$ cat src/rtl/onoff_run_monitor.sv
// rtl/onoff_run_monitor.sv - ON/OFF level monitor: edge pulses, ON-run length, long-run flag, ON-entry count
module onoff_run_monitor #(
    parameter int CNT_W    = 8,
    parameter int LONG_LEN = 4,
    parameter int EVT_W    = 8
) (
    input  logic             clk,
    input  logic             areset,
    input  logic             in,
    input  logic             clr,
    output logic             rise,
    output logic             fall,
    output logic             run_valid,
    output logic [CNT_W-1:0] run_len,
    output logic             long_flag,
    output logic [EVT_W-1:0] on_count,
    output logic             busy
);
    typedef enum logic [1:0] {
        ST_OFF     = 2'd0,
        ST_ON      = 2'd1,
        ST_ON_LONG = 2'd2
    } state_t;

    localparam logic [CNT_W-1:0] LONG_V  = CNT_W'(LONG_LEN);
    localparam logic [CNT_W-1:0] CNT_MAX = {CNT_W{1'b1}};
    localparam logic [EVT_W-1:0] EVT_MAX = {EVT_W{1'b1}};

    state_t           state_q, state_d;
    logic [CNT_W-1:0] run_cnt_q, run_cnt_d, cnt_inc;
    logic             in_d;
    logic             rise_d, fall_d, long_d, busy_d;

    // in_d tracks the previous sample; it is nonzero exactly when the FSM is out of OFF
    always_ff @(posedge clk) begin
        if (areset) begin
            state_q   <= ST_OFF;
            run_cnt_q <= '0;
            in_d      <= 1'b0;
        end else begin
            state_q   <= state_d;
            run_cnt_q <= run_cnt_d;
            in_d      <= in;
        end
    end

    assign cnt_inc = (run_cnt_q == CNT_MAX) ? CNT_MAX : run_cnt_q + 1'b1;

    always_comb begin
        state_d   = state_q;
        run_cnt_d = run_cnt_q;
        case (state_q)
            ST_OFF: begin
                if (in) begin
                    state_d   = (LONG_V == CNT_W'(1)) ? ST_ON_LONG : ST_ON;
                    run_cnt_d = CNT_W'(1);
                end
            end
            ST_ON: begin
                if (in) begin
                    run_cnt_d = cnt_inc;
                    if (cnt_inc == LONG_V)
                        state_d = ST_ON_LONG;
                end else begin
                    state_d   = ST_OFF;
                    run_cnt_d = '0;
                end
            end
            ST_ON_LONG: begin
                if (in) begin
                    run_cnt_d = cnt_inc;
                end else begin
                    state_d   = ST_OFF;
                    run_cnt_d = '0;
                end
            end
            default: begin
                state_d   = ST_OFF;
                run_cnt_d = '0;
            end
        endcase
    end

    always_comb begin
        rise_d = in & ~in_d;
        fall_d = ~in & in_d;
        busy_d = in;
        long_d = (state_d == ST_ON_LONG);
    end

    always_ff @(posedge clk) begin
        if (areset) begin
            rise      <= 1'b0;
            fall      <= 1'b0;
            run_valid <= 1'b0;
            long_flag <= 1'b0;
            busy      <= 1'b0;
            run_len   <= '0;
            on_count  <= '0;
        end else begin
            rise      <= rise_d;
            fall      <= fall_d;
            run_valid <= fall_d;
            long_flag <= long_d;
            busy      <= busy_d;
            // A completing run takes priority over clr so the new length is not lost
            if (fall_d)
                run_len <= run_cnt_q;
            else if (clr)
                run_len <= '0;
            if (clr)
                on_count <= rise_d ? EVT_W'(1) : '0;
            else if (rise_d && on_count != EVT_MAX)
                on_count <= on_count + 1'b1;
        end
    end
endmodule

$ cat config.mk
export PLATFORM = sky130hd
export DESIGN_NAME = onoff_run_monitor
export DESIGN_NICKNAME = d
export VERILOG_FILES = /design/src/rtl/onoff_run_monitor.sv
export SDC_FILE = /design/constraint.sdc
export NUM_CORES = 1
export LEC_CHECK = 0
export ABC_CLOCK_PERIOD_IN_PS = 1700
export BUFFER_PORTS_ARGS = -buffer_cell sky130_fd_sc_hd__buf_2
export CORE_MARGIN = 5
export CORE_UTILIZATION = 40
export CTS_CLUSTER_SIZE = 40
export DETAILED_ROUTE_END_ITERATION = 6
export GPL_TIMING_DRIVEN = 0
export HOLD_SLACK_MARGIN = 0.15
export MAX_ROUTING_LAYER = met4
export PLACE_DENSITY = 0.62
export SLEW_MARGIN = 20
export SYNTH_ARGS = -nofsm -noshare
export SYNTH_HDL_FRONTEND = slang
export SYNTH_SLANG_ARGS = --single-unit
$ cat constraint.sdc
create_clock -name clk -period 1.7 [get_ports clk]
set_input_delay 0.34 -clock clk [delete_from_list [all_inputs] [get_ports clk]]
set_output_delay 0.34 -clock clk [all_outputs]
set_load 0.05 [all_outputs]
Word-level counts from Yosys, hierarchy flattened. Cells that the tools add are included.

Bits in registers: 30. Bits in latches: 0. Memory bits (writable): 0. Memory bits (read-only): 0. Input bits: 4. Memories: 0.

Add/subtract/negate cells: 2. Multipliers: 0. Div/mod/pow operators: 0. $lt $le $gt $ge: 0. Equal/unequal tests: 7. Shift operators: 0. Mux-type cells: 14. Bitwise logic cells: 4. Reduce and logical (&&, ||, !) cells: 5.

Operator list (count): $mux W8 (7); $add A8 B1 Y8 const B (2); $pmux W8 S2 (1); $eq A8 B3 Y1 const B (1); $eq A8 B8 Y1 const B (1); $mux W2 (4); $ne A8 B8 Y1 const B (1); $pmux W2 S3 (1); $eq A2 B2 Y1 const B (2); $reduce_bool A2 Y1 (2); $and A1 B1 Y1 (2); $eq A2 B1 Y1 const B (1); $logic_not A2 Y1 (1); $ne A2 B2 Y1 const B (1); $not A1 Y1 (2); $reduce_or A2 Y1 (1); $logic_and A1 B1 Y1 (1); $mux W1 (1).

Logic depth before layout (Yosys ltp). Gate-level depths: netlist (run 1).

Depth in word-level cells: 7. Mapped depth: 7. Gate-level depth less buffers: 6.

Least setup slack after synthesis (run 1). Ideal clock, no wire load.

Path kind: register -> register. Start: register on_count[0]. End: register on_count[0]. Arrival: 1.768 ns. Data required time: 1.642 ns. Slack: -0.126 ns. Cell stages (with the launch flop): 6. Buffers on the path: 0. Clock period less this slack: 1.826 ns. Cell sequence: dfxtp_1 > ha_1 > nand3_1 > o21ai_1 > nor4bb_1 > a211o_1.

Cells in the longest elaborated chain, start to end: 3. Elaborated cells on any way between the ends: 6. Classes of those cells: 1 x add/sub; 1 x eq/ne; 2 x mux; 2 x reduce/logical.

Ends and longest elaborated chain: start: declaration (line 16) `output logic [EVT_W-1:0] on_count,`; start signal: assignment (line 112) `on_count <= rise_d ? EVT_W'(1) : '0;`; start signal: assignment (line 114) `on_count <= on_count + 1'b1;`; $add A8 B1 Y8 or $ne A8 B8 Y1 (tied branches) (line 114, 113); $mux W8 or $logic_and A1 B1 Y1 (tied branches) (line 113) `else if (rise_d && on_count != EVT_MAX)`; $mux W8 or $reduce_bool A2 Y1 (tied branches).

Parallel ways exist; a longest one is shown, timed or not. The select of a mux whose other input is x is not followed. A chain may end at the register's enable or synchronous reset.

Worst setup path after layout (run 1).
Start: register run_cnt_q[1]. End: register long_flag.

Cells in the longest elaborated chain, start to end: 7. Elaborated cells on any way between the ends: 8. Classes of those cells: 1 x add/sub; 3 x eq/ne; 4 x mux.

Ends and longest elaborated chain: start: declaration (line 30) `logic [CNT_W-1:0] run_cnt_q, run_cnt_d, cnt_inc;`; start signal: assignment (line 42) `run_cnt_q <= run_cnt_d;`; $add A8 B1 Y8 or $eq A8 B8 Y1 (tied branches) (line 47) `assign cnt_inc = (run_cnt_q == CNT_MAX) ? CNT_MAX : run_cnt_q + 1'b1;`; $mux W8 (*) (line 47); $eq A8 B3 Y1 (*) (line 62) `if (cnt_inc == LONG_V)`; $mux W2 (*) (line 62); $mux W2 (*) (line 60) `if (in) begin`; $pmux W2 S3 (*) (line 52) `case (state_q)`; $eq A2 B2 Y1 (*) (line 88) `long_d = (state_d == ST_ON_LONG);`; end signal: assignment (line 104) `long_flag <= long_d;`; end: declaration (line 15) `output logic long_flag,`.

Mark *: on every way between the ends. The rest lies on a longest branch, timed or not.

==> results.sh, run 1 <==
export IMPL_cts_sinks=30
export IMPL_die_w_um=72.4
export IMPL_synthTopCellsByArea="dfxtp_1, a21oi_1, nor2_1"
export IMPL_synth_warnings=0
export IMPL_yosys_area_top_type="dfxtp_1"
export IMPL_ys_ff_latch=30
export IMPL_mostFrequentLayoutCells="buf_2, a21oi_1, dfxtp_1"
export IMPL_drc=0
export IMPL_cpMaxStageDelayCell="dfxtp_4"
export IMPL_track_usage=0.144
export IMPL_worstSetupStartpointType="flip-flop"
export IMPL_drtIter0Drc=46
export IMPL_min_period_ns=1.71
export IMPL_min_path_type="in2reg"
export IMPL_status="complete, but fails checks"
export IMPL_clock_path_buffers=2
export IMPL_ys_async_sr_fraction=0
export IMPL_rsz0062_at_grt="yes"
export IMPL_avgSynthCellArea_um2=8.36
export IMPL_clk_latency_ns=0.28
export IMPL_critPathKind="reg2reg"
export IMPL_die_h_um=72.4
export IMPL_fin_nets=231
export IMPL_globalplace_congestion=0.846
export IMPL_netlist_area_leader_share=0.386
export IMPL_grt_max_degree=11
export IMPL_synthToLayoutAreaGrowth_pct=22.3
export IMPL_synth_area_mm2=0.00156
export IMPL_critPathTopFamily="simple AND/OR/NAND/NOR gates"
export IMPL_syn_num_nets=196
export IMPL_clk_pin_slew_ns=0.06
export IMPL_numCtsBuffers=5
export IMPL_critPathBufInv=0
export IMPL_fmax_mhz=584
export IMPL_finalHoldViolations=0
export IMPL_synth_edf_count=0
export IMPL_nFillCells=374
export IMPL_rows=22
export IMPL_critPathMaxFanout=6
export IMPL_vias_per_cell=5.12
export IMPL_yosysSeqAreaShare=0.386
export IMPL_final_max_slew_violation_count=0
export IMPL_final_util=0.512
export IMPL_core_area_mm2=0.00372
export IMPL_die_area_mm2=0.00524
export IMPL_io_pins=25
export IMPL_dr_total_vias=1382
export IMPL_initial_core_util=0.419
export IMPL_max_cap_viol_count=0
export IMPL_multi_input_area_um2=900
export IMPL_power_density_mw_per_mm2=768
export IMPL_drive_gt1_frac=0.261
export IMPL_worstPathRequired_ns=1.89
export IMPL_synth_distinct_cells=44
export IMPL_period_share=1.01
export IMPL_synth_flop_cell="dfxtp_1"
export IMPL_arrival_ns=1.90
export IMPL_worst_path_largest_cell_delay_ns=0.38
export IMPL_setup_violations_final=1
export IMPL_antenna_found_initial=0
export IMPL_post_layout_nonfiller_instances=270
export IMPL_dp_slack_ns=-0.162
export IMPL_diodes=0
export IMPL_wl_mm=3.34
export IMPL_cts_tree="yes"
export IMPL_drtAntennaViolNets=0
export IMPL_cp_cell_sequence="ha_4 > and4_4 > and4b_1 > o2111a_2 > a22oi_2 > nor4b_2"
export IMPL_violations="negative setup slack"
export IMPL_htreeDepth=2
export IMPL_drt_first_pass_iters=4
export IMPL_dp_hpwl_mm=2.37
export IMPL_place_port_buffers=24
export IMPL_layout_setup_ws_ns=-0.0121
export IMPL_synthCells=186
export IMPL_grt_pass1_wl_mm=5.78
export IMPL_slew_limit_headroom=0.669
export IMPL_leakage_nw=0.774
export IMPL_grt_overflow_total=0
export IMPL_hold_buffers=0
export IMPL_cts_root_buf="clkbuf_8"
export IMPL_fin_worst_skew_ns=0.00312
export IMPL_layout_commonest_cell="buf_2"
export IMPL_first_global_vias=1201
export IMPL_critPathCaptureType="flip-flop"
export IMPL_tightest_slew_ns=0.497
export IMPL_max_vdd_ir_drop_mv=0.263
export IMPL_routedWlPerCell_um=12.4
export IMPL_register_area_um2=616
export IMPL_placed_cells=258
[repair_timing]
item | in CTS | in global routing
endpoints found under the hold margin | 0 | 0
setup endpoints to repair | 6 | 11
pin swaps | 0 | 4
resized for setup | 6 | 7
buffers inserted | 0 | 6
[cells by family after synthesis]
family / count (synthesis) / synth area share
compound gates: 47 / 0.192
xor+xnor: 7 / 0.0394
fa+ha+maj: 6 / 0.0483
buf+inv: 19 / 0.0491
flops: 30 / 0.386
mux: 1 / 0.00644
simple gates: 76 / 0.278
[state kept, by name (all words and copies together), names as in the netlist]
signal / flops
run_valid: 1
run_len: 8
rise: 1
on_count: 8
state_q: 2
run_cnt_q: 8
long_flag: 1
busy: 1
[worst register-to-register path, cell delays in order (launching register included)]
cell and delay [ns]:
dfxtp_4 0.38, ha_4 0.16, and4_4 0.26, and4b_1 0.21, o2111a_2 0.24, a22oi_2 0.09, nor4b_2 0.28
[through the flow]
step	TNS, ns	power [mW]	hold WS [ns]	cell area, um2
after floorplan	0	0.855	0.423	1560
after detailed placement	-0.304	0.895	0.515	1740
final	-0.0121	1.46	0.351	1900
after global placement	-0.411	0.894	0.501	1740
after global routing	-0.156	1.54	0.367	1900
after CTS	0	1.48	0.344	1850
[area by class of cell]
cell class | count | share of cell area
Multi-Input combinational cell | 137 | 0.473
Sequential cell | 30 | 0.324
Timing Repair Buffer | 30 | 0.0868
Clock buffer | 7 | 0.0454
Tap cell | 48 | 0.0316
Buffer | 11 | 0.0250
Inverter | 6 | 0.0118
Clock inverter | 1 | 0.00263
[worst paths after layout]
path / from / endpoint / slack, ns / cells past startpoint
setup / recovery: run_cnt_q[1]$_SDFFE_PP0P_ / long_flag$_SDFF_PP0_ / -0.01 / 6
hold / removal: areset / rise$_SDFF_PP0_ / 0.35 / 2
setup reg to reg: run_cnt_q[1]$_SDFFE_PP0P_ / long_flag$_SDFF_PP0_ / -0.01 / 6
hold reg to reg: run_cnt_q[0]$_SDFFE_PP0P_ / run_cnt_q[0]$_SDFFE_PP0P_ / 0.51 / 2
[power by group]
part           leakage (nW)  internal [mW]  switching [mW]  total (mW)
Clock                0.0482          0.326           0.247       0.573
Sequential            0.247          0.715          0.0153       0.731
Combinational         0.479         0.0569          0.0998       0.157
Total                 0.774           1.10           0.362        1.46
[synthesized netlist by cell type (3+ instances only)]
cell type   n
clkbuf_1   11
inv_1       6
xor2_1      3
nand2_1     6
nor2_1     21
nor3_1      5
nand2b_1    5
a21oi_1    23
dfxtp_1    30
nor3b_1     8
nor2b_1     7
nand3_1     8
xnor2_1     4
o21ai_0     6
ha_1        6
[layer usage]
metal / share of wire / track usage
met1: 0.51 / 0.199
met2: 0.43 / 0.192
met3: 0.043 / 0.0457
met4: 0.016 / 0.0564
met5: 0 / -
Power figures use the tool's default switching activity.
==> run 2: changes to the inputs <==
- SKIP_CTS_REPAIR_TIMING: unset -> 1
==> results.sh, run 2 (synthesis gave the netlist of run 1 again) <==
export IMPL_drive_gt1_frac=0.266
export IMPL_htreeDepth=2
export IMPL_status="complete, but fails checks"
export IMPL_fmax_mhz=585
export IMPL_combPwrFrac=0.107
export IMPL_max_cap_viol_count=0
export IMPL_final_max_slew_violation_count=0
export IMPL_mostFrequentLayoutCells="buf_2, a21oi_1, dfxtp_1"
export IMPL_drc=0
export IMPL_clk_latency_ns=0.28
export IMPL_wl_mm=3.33
export IMPL_grt_pass1_wl_mm=5.75
export IMPL_drtIter0Drc=55
export IMPL_min_path_type="in2reg"
export IMPL_globalplace_congestion=0.846
export IMPL_track_usage=0.144
export IMPL_numCtsBuffers=5
export IMPL_antenna_found_initial=0
export IMPL_dr_total_vias=1379
export IMPL_leakage_nw=0.777
export IMPL_largest_registers="on_count (8), run_cnt_q (8), run_len (8)"
export IMPL_drtAntennaViolNets=0
export IMPL_die_area_mm2=0.00524
export IMPL_switching_power_mw=0.362
export IMPL_place_port_buffers=24
export IMPL_clock_path_buffers=2
export IMPL_clk_pin_slew_ns=0.06
export IMPL_max_vdd_ir_drop_mv=0.264
export IMPL_stdcell_area_mm2=0.00190
export IMPL_placed_cells=258
export IMPL_final_util=0.512
export IMPL_pwr_share_seq=0.501
export IMPL_layout_setup_ws_ns=-0.00987
export IMPL_setup_tns_ns=-0.00987
export IMPL_internal_power_mw=1.10
export IMPL_cts_tree="yes"
export IMPL_die_h_um=72.4
export IMPL_initial_core_util=0.419
export IMPL_min_period_ns=1.71
export IMPL_critPathKind="reg2reg"
export IMPL_post_layout_nonfiller_instances=270
export IMPL_met2_usage=0.192
export IMPL_worstPathRequired_ns=1.89
export IMPL_totalPowerFinal_mw=1.46
export IMPL_die_w_um=72.4
export IMPL_grt_max_degree=11
export IMPL_setup_violations_final=1
export IMPL_first_global_vias=1204
export IMPL_worstSetupStartpointType="flip-flop"
export IMPL_crit_start="run_cnt_q[1]$_SDFFE_PP0P_"
export IMPL_place_area_mm2=0.00174
export IMPL_critPathMaxFanout=6
export IMPL_synthToLayoutAreaGrowth_pct=22.4
export IMPL_use_met3=0.0457
export IMPL_cts_root_buf="clkbuf_8"
export IMPL_drt_first_pass_iters=4
export IMPL_cp_cell_sequence="ha_4 > and4_4 > and4b_1 > o2111a_2 > a22oi_2 > nor4b_2"
export IMPL_dp_slack_ns=-0.162
export IMPL_diodes=0
export IMPL_r2r_start="run_cnt_q[1]$_SDFFE_PP0P_"
export IMPL_critPathBufInv=0
export IMPL_violations="negative setup slack"
export IMPL_fin_worst_skew_ns=0.00344
export IMPL_grt_busiest_layer="met1"
export IMPL_power_density_mw_per_mm2=767
export IMPL_finalHoldViolations=0
export IMPL_rows=22
export IMPL_cts_sinks=30
export IMPL_io_pins=25
export IMPL_min_delay_start="areset"
export IMPL_whs_ns=0.355
export IMPL_arrival_ns=1.89
export IMPL_tightest_slew_ns=0.483
export IMPL_rsz0062_at_grt="yes"
export IMPL_grt_util_met1=0.198
export IMPL_period_share=1.01
export IMPL_vias_per_cell=5.11
export IMPL_routedWlPerCell_um=12.3
export IMPL_core_area_mm2=0.00372
export IMPL_dp_hpwl_mm=2.37
export IMPL_layout_commonest_cell="buf_2"
export IMPL_grt_overflow_total=0
export IMPL_critPathTopFamily="simple AND/OR/NAND/NOR gates"
export IMPL_fin_nets=231
export IMPL_p_sw_frac=0.248
export IMPL_cpMaxStageDelayCell="dfxtp_4"
export IMPL_clockPowerShare=0.392
export IMPL_slew_limit_headroom=0.678
export IMPL_critPathCaptureType="flip-flop"
export IMPL_worst_path_largest_cell_delay_ns=0.38
==> run 2: cell counts in the layout (fill, tap and decap cells not counted) <==
No cell type changed its count.
==> run 2: layout make-up <==
cell class | count | area, um2
plain buffers | 11 | 48.8
clock buffers | 7 | 86.3
clock inverters | 1 | 5.00
fillers | 374 | 1810
inverters | 6 | 22.5
multi-input cells | 137 | 900
flip-flops and latches | 30 | 616
well taps | 48 | 60.1
repair buffers | 30 | 165
==> run 2: worst reg2reg max path, stage by stage, from the launching register on <==
cell and delay [ns]:
dfxtp_4 0.38, ha_4 0.16, and4_4 0.26, and4b_1 0.21
o2111a_2 0.24, a22oi_2 0.09, nor4b_2 0.29
==> run 2: worst paths after layout <==
check / endpoint / slack, ns / cells past startpoint
min reg2reg: run_cnt_q[0]$_SDFFE_PP0P_ / 0.51 / 2
max: long_flag$_SDFF_PP0_ / -0.01 / 6
min: rise$_SDFF_PP0_ / 0.36 / 2
max reg2reg: long_flag$_SDFF_PP0_ / -0.01 / 6
==> run 2: layer usage <==
| metal | wire, um | vias to the layer above | share of wire |
|---|---|---|---|
| met5 | 0 | - | 0 |
| met4 | 55 | 0 | 0.017 |
| met3 | 155 | 7 | 0.047 |
| met2 | 1420 | 22 | 0.43 |
| met1 | 1700 | 625 | 0.51 |
| li1 | - | 725 | - |
==> run 2: power by group through the flow <==
| stage | Clock (mW) | Sequential (mW) | Combinational (mW) |
|---|---|---|---|
| floorplan | 0 | 0.766 | 0.0883 |
| global placement | 0 | 0.747 | 0.148 |
| detailed placement | 0 | 0.747 | 0.148 |
| CTS | 0.597 | 0.731 | 0.149 |
| global route | 0.628 | 0.732 | 0.176 |
| finish | 0.572 | 0.731 | 0.157 |
==> run 3: changes to the inputs <==
- CORE_UTILIZATION: 40 -> 33
- PLACE_DENSITY: 0.62 -> 0.53
==> results.sh, run 3 (synthesis gave the netlist of run 1 again) <==
export IMPL_status="finished clean"
export IMPL_largest_registers="on_count (8), run_cnt_q (8), run_len (8)"
export IMPL_cpMaxStageDelayCell="dfxtp_4"
export IMPL_slew_limit_headroom=0.637
export IMPL_globalplace_congestion=0.770
export IMPL_arrival_ns=1.87
export IMPL_fmax_mhz=591
export IMPL_grt_max_degree=11
export IMPL_fin_nets=232
export IMPL_die_h_um=78.7
export IMPL_numCtsBuffers=5
export IMPL_max_cap_viol_count=0
export IMPL_rows=25
export IMPL_setup_violations_final=0
export IMPL_worstSetupStartpointType="flip-flop"
export IMPL_period_share=0.995
export IMPL_vias_per_cell=5.04
export IMPL_multi_input_area_um2=911
export IMPL_critPathMaxFanout=6
export IMPL_drc=0
export IMPL_dr_total_vias=1396
export IMPL_critPathCaptureType="flip-flop"
export IMPL_cp_cell_sequence="ha_4 > and4_4 > and4b_1 > o2111a_2 > a22oi_2 > nor4b_2"
export IMPL_grt_pass1_wl_mm=5.94
export IMPL_wl_mm=3.54
export IMPL_dp_hpwl_mm=2.50
export IMPL_post_layout_nonfiller_instances=277
export IMPL_clk_pin_slew_ns=0.06
export IMPL_clock_path_buffers=2
export IMPL_worstPathRequired_ns=1.88
export IMPL_htreeDepth=2
export IMPL_finalHoldViolations=0
export IMPL_track_usage=0.122
export IMPL_die_area_mm2=0.00619
export IMPL_power_density_mw_per_mm2=765
export IMPL_min_period_ns=1.69
export IMPL_final_max_slew_violation_count=0
export IMPL_first_global_vias=1244
export IMPL_critPathKind="reg2reg"
export IMPL_io_pins=25
export IMPL_final_util=0.413
export IMPL_cts_tree="yes"
export IMPL_worst_path_largest_cell_delay_ns=0.39
export IMPL_mostFrequentLayoutCells="buf_2, dfxtp_1, nor2_1"
export IMPL_antenna_found_initial=0
export IMPL_cts_sinks=30
export IMPL_nFillCells=501
export IMPL_min_path_type="in2reg"
export IMPL_core_area_mm2=0.00466
export IMPL_drtAntennaViolNets=0
export IMPL_leakage_nw=0.779
export IMPL_whs_ns=0.351
export IMPL_cts_root_buf="clkbuf_8"
export IMPL_initial_core_util=0.334
export IMPL_drt_first_pass_iters=4
export IMPL_clk_latency_ns=0.27
export IMPL_tightest_slew_ns=0.544
export IMPL_routedWlPerCell_um=12.8
export IMPL_register_area_um2=614
export IMPL_placed_cells=264
export IMPL_fin_worst_skew_ns=0.00673
export IMPL_drtIter0Drc=123
export IMPL_rsz0062_at_grt="yes"
export IMPL_die_w_um=78.7
export IMPL_diodes=0
export IMPL_max_vdd_ir_drop_mv=0.383
export IMPL_place_port_buffers=24
export IMPL_drive_gt1_frac=0.274
export IMPL_synthToLayoutAreaGrowth_pct=23.7
export IMPL_layout_commonest_cell="buf_2"
export IMPL_grt_overflow_total=0
[run 3: cell count changes in the layout (fill, tap and decap cells not counted), sizes merged]
cell / delta
buf: -1
clkbuf: +2
[run 3: per-stage QoR]
stage | area, um2 | worst slack (ns) | TNS [ns] | total power [mW]
finish | 1920 | 0.00911 | 0 | 1.47
global route | 1920 | -0.114 | -0.189 | 1.54
CTS | 1840 | -0.211 | -0.607 | 1.48
detailed placement | 1750 | -0.193 | -0.519 | 0.896
global placement | 1750 | -0.201 | -0.568 | 0.896
floorplan | 1560 | 0.0129 | 0 | 0.855
[run 3: worst max-delay path, delay by kind of cell (launching register included)]
family	cells	cell delay, ns
and+or+nand+nor	3	0.68
DFF	1	0.39
AOI/OAI and AO/OA	2	0.36
adders and majority gates	1	0.16
[run 3: routing by layer]
| layer | GRT usage | vias to the layer above | share of wire | wire length, um |
|---|---|---|---|---|
| li1 | - | 722 | - | - |
| met1 | 0.165 | 648 | 0.51 | 1800 |
| met2 | 0.178 | 22 | 0.45 | 1580 |
| met3 | 0.0298 | 4 | 0.029 | 102 |
| met4 | 0.0367 | 0 | 0.014 | 48 |
| met5 | - | - | 0 | 0 |
[run 3: worst paths after layout]
check | startpoint | endpoint | slack, ns | cells after the start
min | areset | rise$_SDFF_PP0_ | 0.35 | 2
min reg2reg | run_cnt_q[1]$_SDFFE_PP0P_ | run_cnt_q[1]$_SDFFE_PP0P_ | 0.51 | 2
max reg2reg | run_cnt_q[0]$_SDFFE_PP0P_ | long_flag$_SDFF_PP0_ | 0.009 | 6
max | run_cnt_q[0]$_SDFFE_PP0P_ | long_flag$_SDFF_PP0_ | 0.009 | 6
[run 3: area by class of cell]
cell class	count	share of cell area
sequential	30	0.319
multi-input combinational	137	0.473
clock buffer	7	0.0449
tap	54	0.0351
inverter	6	0.0117
timing repair buffer	30	0.0858
clock inverter	1	0.00260
buffer	12	0.0273
[run 3: where the power goes]
part	switching [mW]	internal, mW	leakage [nW]	total (mW)
registers	0.0169	0.715	0.247	0.732
logic	0.102	0.0555	0.484	0.158
clock network	0.256	0.326	0.0482	0.582
total	0.375	1.10	0.779	1.47
